==> src/rtl/memory_stage.sv <==
// MEM stage of a 5-stage pipeline: issues data-memory requests, stalls the
// front of the pipe while a store waits for grant or a load waits for its
// read data, and owns the MEM/WB pipeline register.
module memory_stage #(
  parameter int DATA_WIDTH = 32,
  parameter int ADDR_WIDTH = 10
) (
  input  logic                  i_clk,
  input  logic                  i_rst,
  // EX/MEM
  input  logic [DATA_WIDTH-1:0] i_alu_result_m,
  input  logic [DATA_WIDTH-1:0] i_write_data_m,
  input  logic                  i_regwrite_m,
  input  logic                  i_memwrite_m,
  input  logic [1:0]            i_resultsrc_m,
  input  logic [4:0]            i_rd_addr_m,
  input  logic [ADDR_WIDTH-1:0] i_pc4_m,
  // data memory
  output logic                  o_dmem_req,
  output logic                  o_dmem_we,
  output logic [DATA_WIDTH-1:0] o_dmem_addr,
  output logic [DATA_WIDTH-1:0] o_dmem_wdata,
  input  logic                  i_dmem_gnt,
  input  logic                  i_dmem_rvalid,
  input  logic [DATA_WIDTH-1:0] i_dmem_rdata,
  // hazard / forwarding
  output logic                  o_stall_m,
  output logic [DATA_WIDTH-1:0] o_forward_m,
  // MEM/WB
  output logic                  o_regwrite_w,
  output logic [1:0]            o_resultsrc_w,
  output logic [DATA_WIDTH-1:0] o_alu_result_w,
  output logic [DATA_WIDTH-1:0] o_read_data_w,
  output logic [4:0]            o_rd_addr_w,
  output logic [ADDR_WIDTH-1:0] o_pc4_w
);

  localparam logic [0:0] IDLE    = 1'b0;
  localparam logic [0:0] WAIT_RD = 1'b1;

  logic [0:0] state, state_nxt;
  logic       access, is_load, rd_done;

  // A store takes priority if both store and load encodings are present.
  assign access  = i_memwrite_m | (i_resultsrc_m == 2'b01);
  assign is_load = access & ~i_memwrite_m;
  // rvalid only means something while a load is outstanding.
  assign rd_done = (state == WAIT_RD) & i_dmem_rvalid;

  assign o_dmem_req   = (state == IDLE) & access;
  assign o_dmem_we    = i_memwrite_m;
  assign o_dmem_addr  = {i_alu_result_m[DATA_WIDTH-1:2], 2'b00};
  assign o_dmem_wdata = i_write_data_m;
  assign o_forward_m  = i_alu_result_m;

  // Hold the pipe until a store is granted or a load's data has returned.
  always_comb begin
    o_stall_m = 1'b0;
    if (state == IDLE)
      o_stall_m = access & ~(i_memwrite_m & i_dmem_gnt);
    else
      o_stall_m = ~i_dmem_rvalid;
  end

  // Next-state: a granted load waits for rvalid; grant in WAIT_RD is ignored.
  always_comb begin
    state_nxt = state;
    case (state)
      IDLE:    if (is_load && i_dmem_gnt) state_nxt = WAIT_RD;
      WAIT_RD: if (i_dmem_rvalid)         state_nxt = IDLE;
      default: state_nxt = IDLE;
    endcase
  end

  // State register; reset abandons any outstanding load.
  always_ff @(posedge i_clk) begin
    if (i_rst) state <= IDLE;
    else       state <= state_nxt;
  end

  // MEM/WB register: advance when not stalled, otherwise insert a bubble.
  always_ff @(posedge i_clk) begin
    if (i_rst) begin
      o_regwrite_w   <= 1'b0;
      o_resultsrc_w  <= '0;
      o_alu_result_w <= '0;
      o_rd_addr_w    <= '0;
      o_pc4_w        <= '0;
    end else if (!o_stall_m) begin
      o_regwrite_w   <= i_regwrite_m;
      o_resultsrc_w  <= i_resultsrc_m;
      o_alu_result_w <= i_alu_result_m;
      o_rd_addr_w    <= i_rd_addr_m;
      o_pc4_w        <= i_pc4_m;
    end else begin
      o_regwrite_w   <= 1'b0;
    end
  end

  // Load data is captured only on an accepted read response.
  always_ff @(posedge i_clk) begin
    if (i_rst)        o_read_data_w <= '0;
    else if (rd_done) o_read_data_w <= i_dmem_rdata;
  end

endmodule

==> config.mk <==
export PLATFORM = sky130hd
export DESIGN_NAME = memory_stage
export DESIGN_NICKNAME = d
export VERILOG_FILES = /design/src/rtl/memory_stage.sv
export SDC_FILE = /design/constraint.sdc
export NUM_CORES = 1
export LEC_CHECK = 0
export CAP_MARGIN = 20
export CORE_AREA = 2 2 118 120
export CTS_CLUSTER_SIZE = 20
export DETAILED_ROUTE_END_ITERATION = 12
export DIE_AREA = 0 0 120 122
export PLACE_DENSITY_LB_ADDON = 0.12
export SLEW_MARGIN = 20
export SYNTH_ARGS = -nofsm -noshare
export SYNTH_HDL_FRONTEND = slang
export SYNTH_SLANG_ARGS = --single-unit
==> constraint.sdc <==
create_clock -name i_clk -period 4.35 [get_ports i_clk]
set_input_delay 1.0875 -clock i_clk [delete_from_list [all_inputs] [get_ports i_clk]]
set_output_delay 1.0875 -clock i_clk [all_outputs]
set_load 0.005 [all_outputs]
=== Word level (Yosys, flattened, before mapping) ===
Cells that the tools add are included.

* Eq/ne operators: 1
* Mux-type cells: 4
* Bitwise operators: 10
* Reductions and logical operators: 2

{| class="wikitable"
|+ Operators by type and width
! kind !! count
|-
| 1-bit bitwise AND || 5
|-
| 1-bit inverter || 4
|-
| 1-bit two-way mux || 3
|-
| 2-bit by 1-bit == test with 1-bit output, second input constant || 1
|-
| 1-bit case mux with 2 select lines || 1
|-
| 2-bit OR reduction || 1
|-
| 1-bit logical AND || 1
|-
| 1-bit OR || 1
|}

* Flip-flop bits (word level): 83
* Input port bits: 119
* Output and inout port bits: 181
* Logic and storage cells: 24

=== Longest topological paths before layout ===
Gate-level depths: netlist (run 1).

* Word-level depth: 6
* Gate-level depth with buffers: 5
* Mapped depth without buffers: 3

=== Least setup slack after synthesis (run 1) ===
No wires, ideal clock.

* Kind: input to output
* Start point: input i_resultsrc_m[0]
* End point: output o_stall_m
* Arrival time: 1.785 ns
* Required time: 3.263 ns
* Setup slack: 1.477 ns
* Stages: 4
* Buffers on the path: 2
* Cells stage by stage: nor3b_1 > o31a_1 > buf_6 > buf_12

* Cells in the longest elaborated chain, start to end: 4

{| class="wikitable"
|+ Ends and longest elaborated chain
! element !! RTL line !! source
|-
| from (decl) || 15 || <nowiki>input logic [1:0] i_resultsrc_m,</nowiki>
|-
| 2-bit by 1-bit == test with 1-bit output || 45 || <nowiki>assign access = i_memwrite_m | (i_resultsrc_m == 2'b01);</nowiki>
|-
| 1-bit OR || 45 ||
|-
| 1-bit bitwise AND || 60 || <nowiki>o_stall_m = access & ~(i_memwrite_m & i_dmem_gnt);</nowiki>
|-
| 1-bit two-way mux || 59 || <nowiki>if (state == IDLE)</nowiki>
|-
| to (decl) || 27 || <nowiki>output logic o_stall_m,</nowiki>
|}

Every way passes these cells.

=== Final worst setup path (run 1) ===
Same ends and word-level chain as after synthesis.

==> results.cfg, run 1 <==
[clocking]
h-tree-depth = 3
clkTransAtPathRegs_ps = 60
root_buffer = clkbuf_16
post-cts-setup-buffers = 0
cts_resized = 0
worstSkewPairLatency_ps = 340
clk_path_buf_depth = 2
hold_buffers = 0
cts_tree = yes
numCtsBuffers = 9
numClockSinks = 83

[floorplan]
num_rows = 43
coreArea_sq_um = 13500
initial_core_util_pct = 30.94
pin_count = 300
fp.dieH_um = 122
fp.dieW_um = 120
die-area_sq_um = 14640

[grt]
grt_pass1_wl_um = 15390
grt_antenna_before_repair = 0
globalRoute.totalOverflow = 0
grt_max_degree = 66
grt_pass1_vias = 3081
grt_usage_pct = 13.43

[routing]
wl_met2_um = 4824
wl_met3_um = 1092
via_count = 3267
top_layer_used = met4
drt-total-wl_um = 10240
antenna_left = 0
firstDrtPassIters = 4
drc = 0
routedWlPerCell_um = 13.24
wl_met1_um = 4151
drt_iter0_drc = 86
vias_per_cell = 4.226

[timing]
hold_viol = 0
fin_skew_ps = 4.589
fmax_mhz = 267.2
hold_slack_ps = 452.3
setup_ws_ps = 607.1
finalSetupViolCount = 0
min_period_ps = 3743
slew_violations = 0
worstMarginPinSlew_ps = 882.4
timing.max_slew.rel_slack_pct = 41.17
finalSetupTns_ps = 0
finalCritPeriodShare_pct = 86.04
rsz0062_at_grt = false

[power]
combPwrFrac_pct = 18.3
clock_power_share_pct = 39.5
seqPwrFrac_pct = 42.2
p_total_mw = 1.941
p_switching_mw = 0.4547
ir_drop_mv = 0.2074
internal-power_mw = 1.486
p_leak_nw = 2.248
power.density_nw_per_um2 = 316.2
switching_share_pct = 23.43

[min_path]
min_path_type = register to register
min_from = o_read_data_w[21]$_SDFFE_PP0P_

[worst_setup_path]
critPathCapture = o_stall_m
r2r_end = o_pc4_w[9]$_SDFFE_PP0N_
cp-startpoint = i_resultsrc_m[0]
endpoint_kind = output pin
cp.required_ps = 3260
critPathMaxFanout = 3
r2r_cells = 4
cp-start-kind = input port
cp.arrival_ps = 2660
rr_startpoint = state$_SDFF_PP0_
critical_path_class = input port to output pin
reg2reg_slack_ps = 2610

[synthesis]
yosysWarnings = 0
ys_seq_elements = 83
netlist_area_sq_um = 4178
avgSynthCellArea_sq_um = 9.023
ys_seq_area_share_pct = 39.77
synthCells = 463
synth_cell_types = 20

[flow_run]
drv_cap = 0

[final_layout]
final_cell_mix = clkdlybuf4s50_1, nand2b_1, dfxtp_1, nand2_1, mux2i_1
final_common_cell = clkdlybuf4s50_1
syn_to_final_growth_pct = 46.93
fin_area_sq_um = 6138
layout-drive-gt1-share_pct = 4.047
fillCellCount = 1323
layout.nets = 707
diodes = 0

[placement]
dp_hpwl_um = 7414
portBuffers = 233
gp_congestion = 0.7760
postPlaceCellArea_sq_um = 5836
dp_slack_ps = 582.6

[status]
outcome = completed
## synthesized netlist by cell type
cell,instances,share of area (%)
buf_4,99,18
nand2b_1,98,15
dfxtp_1,83,40
nand2_1,65,5.8
mux2i_1,49,12
a21oi_1,34,4.1
clkbuf_1,16,1.4
buf_12,5,2.4
buf_2,3,0.36
and2_1,1,0.15
and2b_1,1,0.18
buf_6,1,0.27
conb_1,1,0.090
inv_1,1,0.090
nand3b_1,1,0.18
nor2_1,1,0.090
nor3b_1,1,0.18
nor3b_2,1,0.30
o31a_1,1,0.21
or2b_1,1,0.18
## routing by layer
metal	vias up	track usage, %
met1	1489	15.51
met2	147	21.27
met3	17	6.273
li1	1614	-
met5	-	0
met4	0	5.956
## logic make-up (layout without fill, tap and decap cells)
family / after synthesis / count (layout) / share of synthesized area (%)
flip-flops: 83 / 83 / 39.77
multiplexers: 49 / 49 / 11.74
buffers and inverters: 125 / 254 / 22.34
AO/OA/AOI/OAI: 35 / 35 / 4.283
AND/OR/NAND/NOR: 170 / 170 / 21.77
other: 1 / 2 / 0.08976
## stage by stage
stage / instances / utilization, %
2_1_floorplan: 464 / -
3_3_place_gp: 757 / 43.21
5_1_grt: 773 / 45.46
6_report: 773 / 45.46
3_5_place_dp: 757 / 43.21
4_1_cts: 773 / 45.45
## flip-flops by register name, summed over array words and instances (netlist names)
signal          flops
o_resultsrc_w       2
o_rd_addr_w         5
o_read_data_w      32
state               1
o_alu_result_w     32
o_pc4_w            10
o_regwrite_w        1
## how the worst min path moves through the flow
| stage | slack (ps) | cells after the start | end |
|---|---|---|---|
| 6_report | 450 | 2 | o_read_data_w[21]$_SDFFE_PP0P_ |
| 5_1_grt | 470 | 2 | o_read_data_w[13]$_SDFFE_PP0P_ |
| 4_1_cts | 460 | 2 | o_read_data_w[7]$_SDFFE_PP0P_ |
| 3_5_place_dp | 450 | 2 | o_read_data_w[7]$_SDFFE_PP0P_ |
| 3_3_place_gp | 440 | 2 | o_read_data_w[20]$_SDFFE_PP0P_ |
| 2_1_floorplan | 450 | 2 | o_read_data_w[0]$_SDFFE_PP0P_ |
## layout make-up
cell class,count,area [sq um],area share (%)
Timing Repair Buffer,237,2357,38.40
Clock inverter,7,76.32,1.243
Multi-Input combinational cell,256,1589,25.89
Sequential cell,83,1662,27.07
Clock buffer,9,225.2,3.669
Tap cell,180,225.2,3.669
Inverter,1,3.754,0.06115
## power by group through the flow
stage	logic (mW)	clock network (mW)	registers (mW)
after global placement	0.360	0	0.835
after floorplan	0.192	0	0.840
after global routing	0.385	0.833	0.824
after detailed placement	0.362	0	0.837
final	0.356	0.766	0.820
after CTS	0.364	0.800	0.820
## worst max-delay path: stages
cell             delay (ps)
clkdlybuf4s50_1         500
nor3b_1                 290
o31a_2                  250
clkdlybuf4s50_1         520
(Power assumes the default switching activity.)
==> run 2: changes to the inputs <==
--- a/config.mk
+++ b/config.mk
@@ -10,7 +10,7 @@
 export CTS_CLUSTER_SIZE = 20
 export DETAILED_ROUTE_END_ITERATION = 12
 export DIE_AREA = 0 0 120 122
-export PLACE_DENSITY_LB_ADDON = 0.12
+export PLACE_DENSITY = 0.7
 export SLEW_MARGIN = 20
 export SYNTH_ARGS = -nofsm -noshare
 export SYNTH_HDL_FRONTEND = slang
==> run 2 against run 1 <==
  * Setup slack got worse by 23 ps
  * Non-clock buffer count is 1 lower
  * Clock power up 3.7%
  * Critical path type unchanged
  * Largest power group unchanged
  * Register-to-register slack is essentially flat
==> results.cfg, run 2 (same netlist as run 1, synthesis figures left out) <==
[final_layout]
final_cell_mix = clkdlybuf4s50_1, nand2b_1, dfxtp_1, nand2_1, mux2i_1
final_common_cell = clkdlybuf4s50_1
layout-drive-gt1-share_pct = 3.885
syn_to_final_growth_pct = 47.32
fillCellCount = 1292
layout.nets = 706
largest_registers = o_alu_result_w (32), o_read_data_w (32), o_pc4_w (10)
fin_area_sq_um = 6155
diodes = 0

[routing]
drt_iter0_drc = 124
routedWlPerCell_um = 13.34
via_count = 3290
drc = 0
drt-total-wl_um = 10300
antenna_left = 0
vias_per_cell = 4.262
firstDrtPassIters = 4

[timing]
finalSetupViolCount = 0
fin_skew_ps = 5.714
finalSetupTns_ps = 0
finalCritPeriodShare_pct = 86.56
rsz0062_at_grt = false
min_period_ps = 3765
worstMarginPinSlew_ps = 943.1
slew_violations = 0
fmax_mhz = 265.6
timing.max_slew.rel_slack_pct = 37.12
hold_slack_ps = 455.0
hold_viol = 0

[grt]
grt_pass1_wl_um = 16040
grt_antenna_before_repair = 0
grt_usage_pct = 13.87
grt_pass1_vias = 3239
globalRoute.totalOverflow = 0
top_usage_layer = met2
grt_util_met1_pct = 15.58
grtUsageMet2_pct = 22.83
gr-usage-met3_pct = 6.133
grt_max_degree = 71

[worst_setup_path]
crit_path_max_incr_delay_ps = 520
critical-path-slowest-cell = clkdlybuf4s50_1
worstPathCellList = clkdlybuf4s50_1, nor3b_1, o31a_2, clkdlybuf4s50_1
endpoint_kind = output pin
cp-start-kind = input port
critPathMaxFanout = 3
crit_path_frequent_cell = clkdlybuf4s50_1
critical_path_class = input port to output pin
r2r_cells = 4
cp.required_ps = 3260
cp.arrival_ps = 2680

[placement]
portBuffers = 233
gp_congestion = 0.7133
dp_hpwl_um = 7689
postPlaceCellArea_sq_um = 5841

[power]
ir_drop_mv = 0.1979
switching_share_pct = 23.04
combPwrFrac_pct = 18.1
seqPwrFrac_pct = 41.6
p_leak_nw = 2.257
internal-power_mw = 1.517
p_switching_mw = 0.4543
clock_power_share_pct = 40.3
power.density_nw_per_um2 = 320.3

[floorplan]
num_rows = 43
coreArea_sq_um = 13500
pin_count = 300
fp.dieW_um = 120
initial_core_util_pct = 30.94
die-area_sq_um = 14640
fp.dieH_um = 122

[clocking]
h-tree-depth = 3
post-cts-setup-buffers = 0
cts_resized = 0
numCtsBuffers = 9
clkTransAtPathRegs_ps = 70
clk_path_buf_depth = 2
root_buffer = clkbuf_16
hold_buffers = 0
numClockSinks = 83
worstSkewPairLatency_ps = 340
cts_tree = yes

[flow_run]
drv_cap = 0

[status]
outcome = completed

[min_path]
min_path_cells = 2
min_path_type = register to register
## run 2: through the flow
stage / total power, mW / utilization, % / instances / setup slack, ps
finish: 1.971 / 45.58 / 772 / 584.6
detailed placement: 1.200 / 43.25 / 756 / 547.8
global route: 2.068 / 45.58 / 772 / 490.3
CTS: 2.010 / 45.57 / 772 / 547.9
global placement: 1.193 / 43.25 / 756 / 601.4
floorplan: 1.032 / - / 464 / 1477
## run 2: routing by layer
layer | part of all wire (%) | vias to the layer above
met5 | 0 | -
met4 | 1.9 | 0
met3 | 10 | 19
met2 | 48 | 161
met1 | 40 | 1493
li1 | - | 1617
## run 2: final timing paths
kind	slack, ps	start	end
worst max-delay path	580	i_resultsrc_m[0]	o_stall_m
worst min-delay path	450	o_read_data_w[20]$_SDFFE_PP0P_	o_read_data_w[20]$_SDFFE_PP0P_
worst max register to register	2620	state$_SDFF_PP0_	o_alu_result_w[15]$_SDFFE_PP0N_
worst min register to register	450	o_read_data_w[20]$_SDFFE_PP0P_	o_read_data_w[20]$_SDFFE_PP0P_
## run 2: power by group through the flow
| stage | registers [mW] | clock network [mW] | logic [mW] |
|---|---|---|---|
| final | 0.821 | 0.794 | 0.357 |
| after global routing | 0.826 | 0.856 | 0.386 |
| after floorplan | 0.840 | 0 | 0.192 |
| after CTS | 0.821 | 0.825 | 0.363 |
| after detailed placement | 0.839 | 0 | 0.361 |
| after global placement | 0.836 | 0 | 0.358 |
## run 2: cell type report
cell class / instances / area (sq um) / share of cell area, %
Clock inverter: 5 / 60.06 / 0.9758
Timing Repair Buffer: 236 / 2362 / 38.38
Multi-Input combinational cell: 256 / 1589 / 25.82
Tap cell: 180 / 225.2 / 3.659
Clock buffer: 11 / 252.7 / 4.107
Inverter: 1 / 3.754 / 0.06099
Sequential cell: 83 / 1662 / 27.00
## run 2: worst max-delay path, delay by kind of cell
kind,cells,cell delay (ps)
AOI/OAI and AO/OA,1,250
buffers and inverters,2,1040
and+or+nand+nor,1,310
==> run 3: changes to the inputs <==
--- a/config.mk
+++ b/config.mk
@@ -7,7 +7,6 @@
 export LEC_CHECK = 0
 export CAP_MARGIN = 20
 export CORE_AREA = 2 2 118 120
-export CTS_CLUSTER_SIZE = 20
 export DETAILED_ROUTE_END_ITERATION = 12
 export DIE_AREA = 0 0 120 122
 export PLACE_DENSITY = 0.7
==> results of run 3 <==
Same layout as run 2: the final DEF is identical, and so are final timing and power.
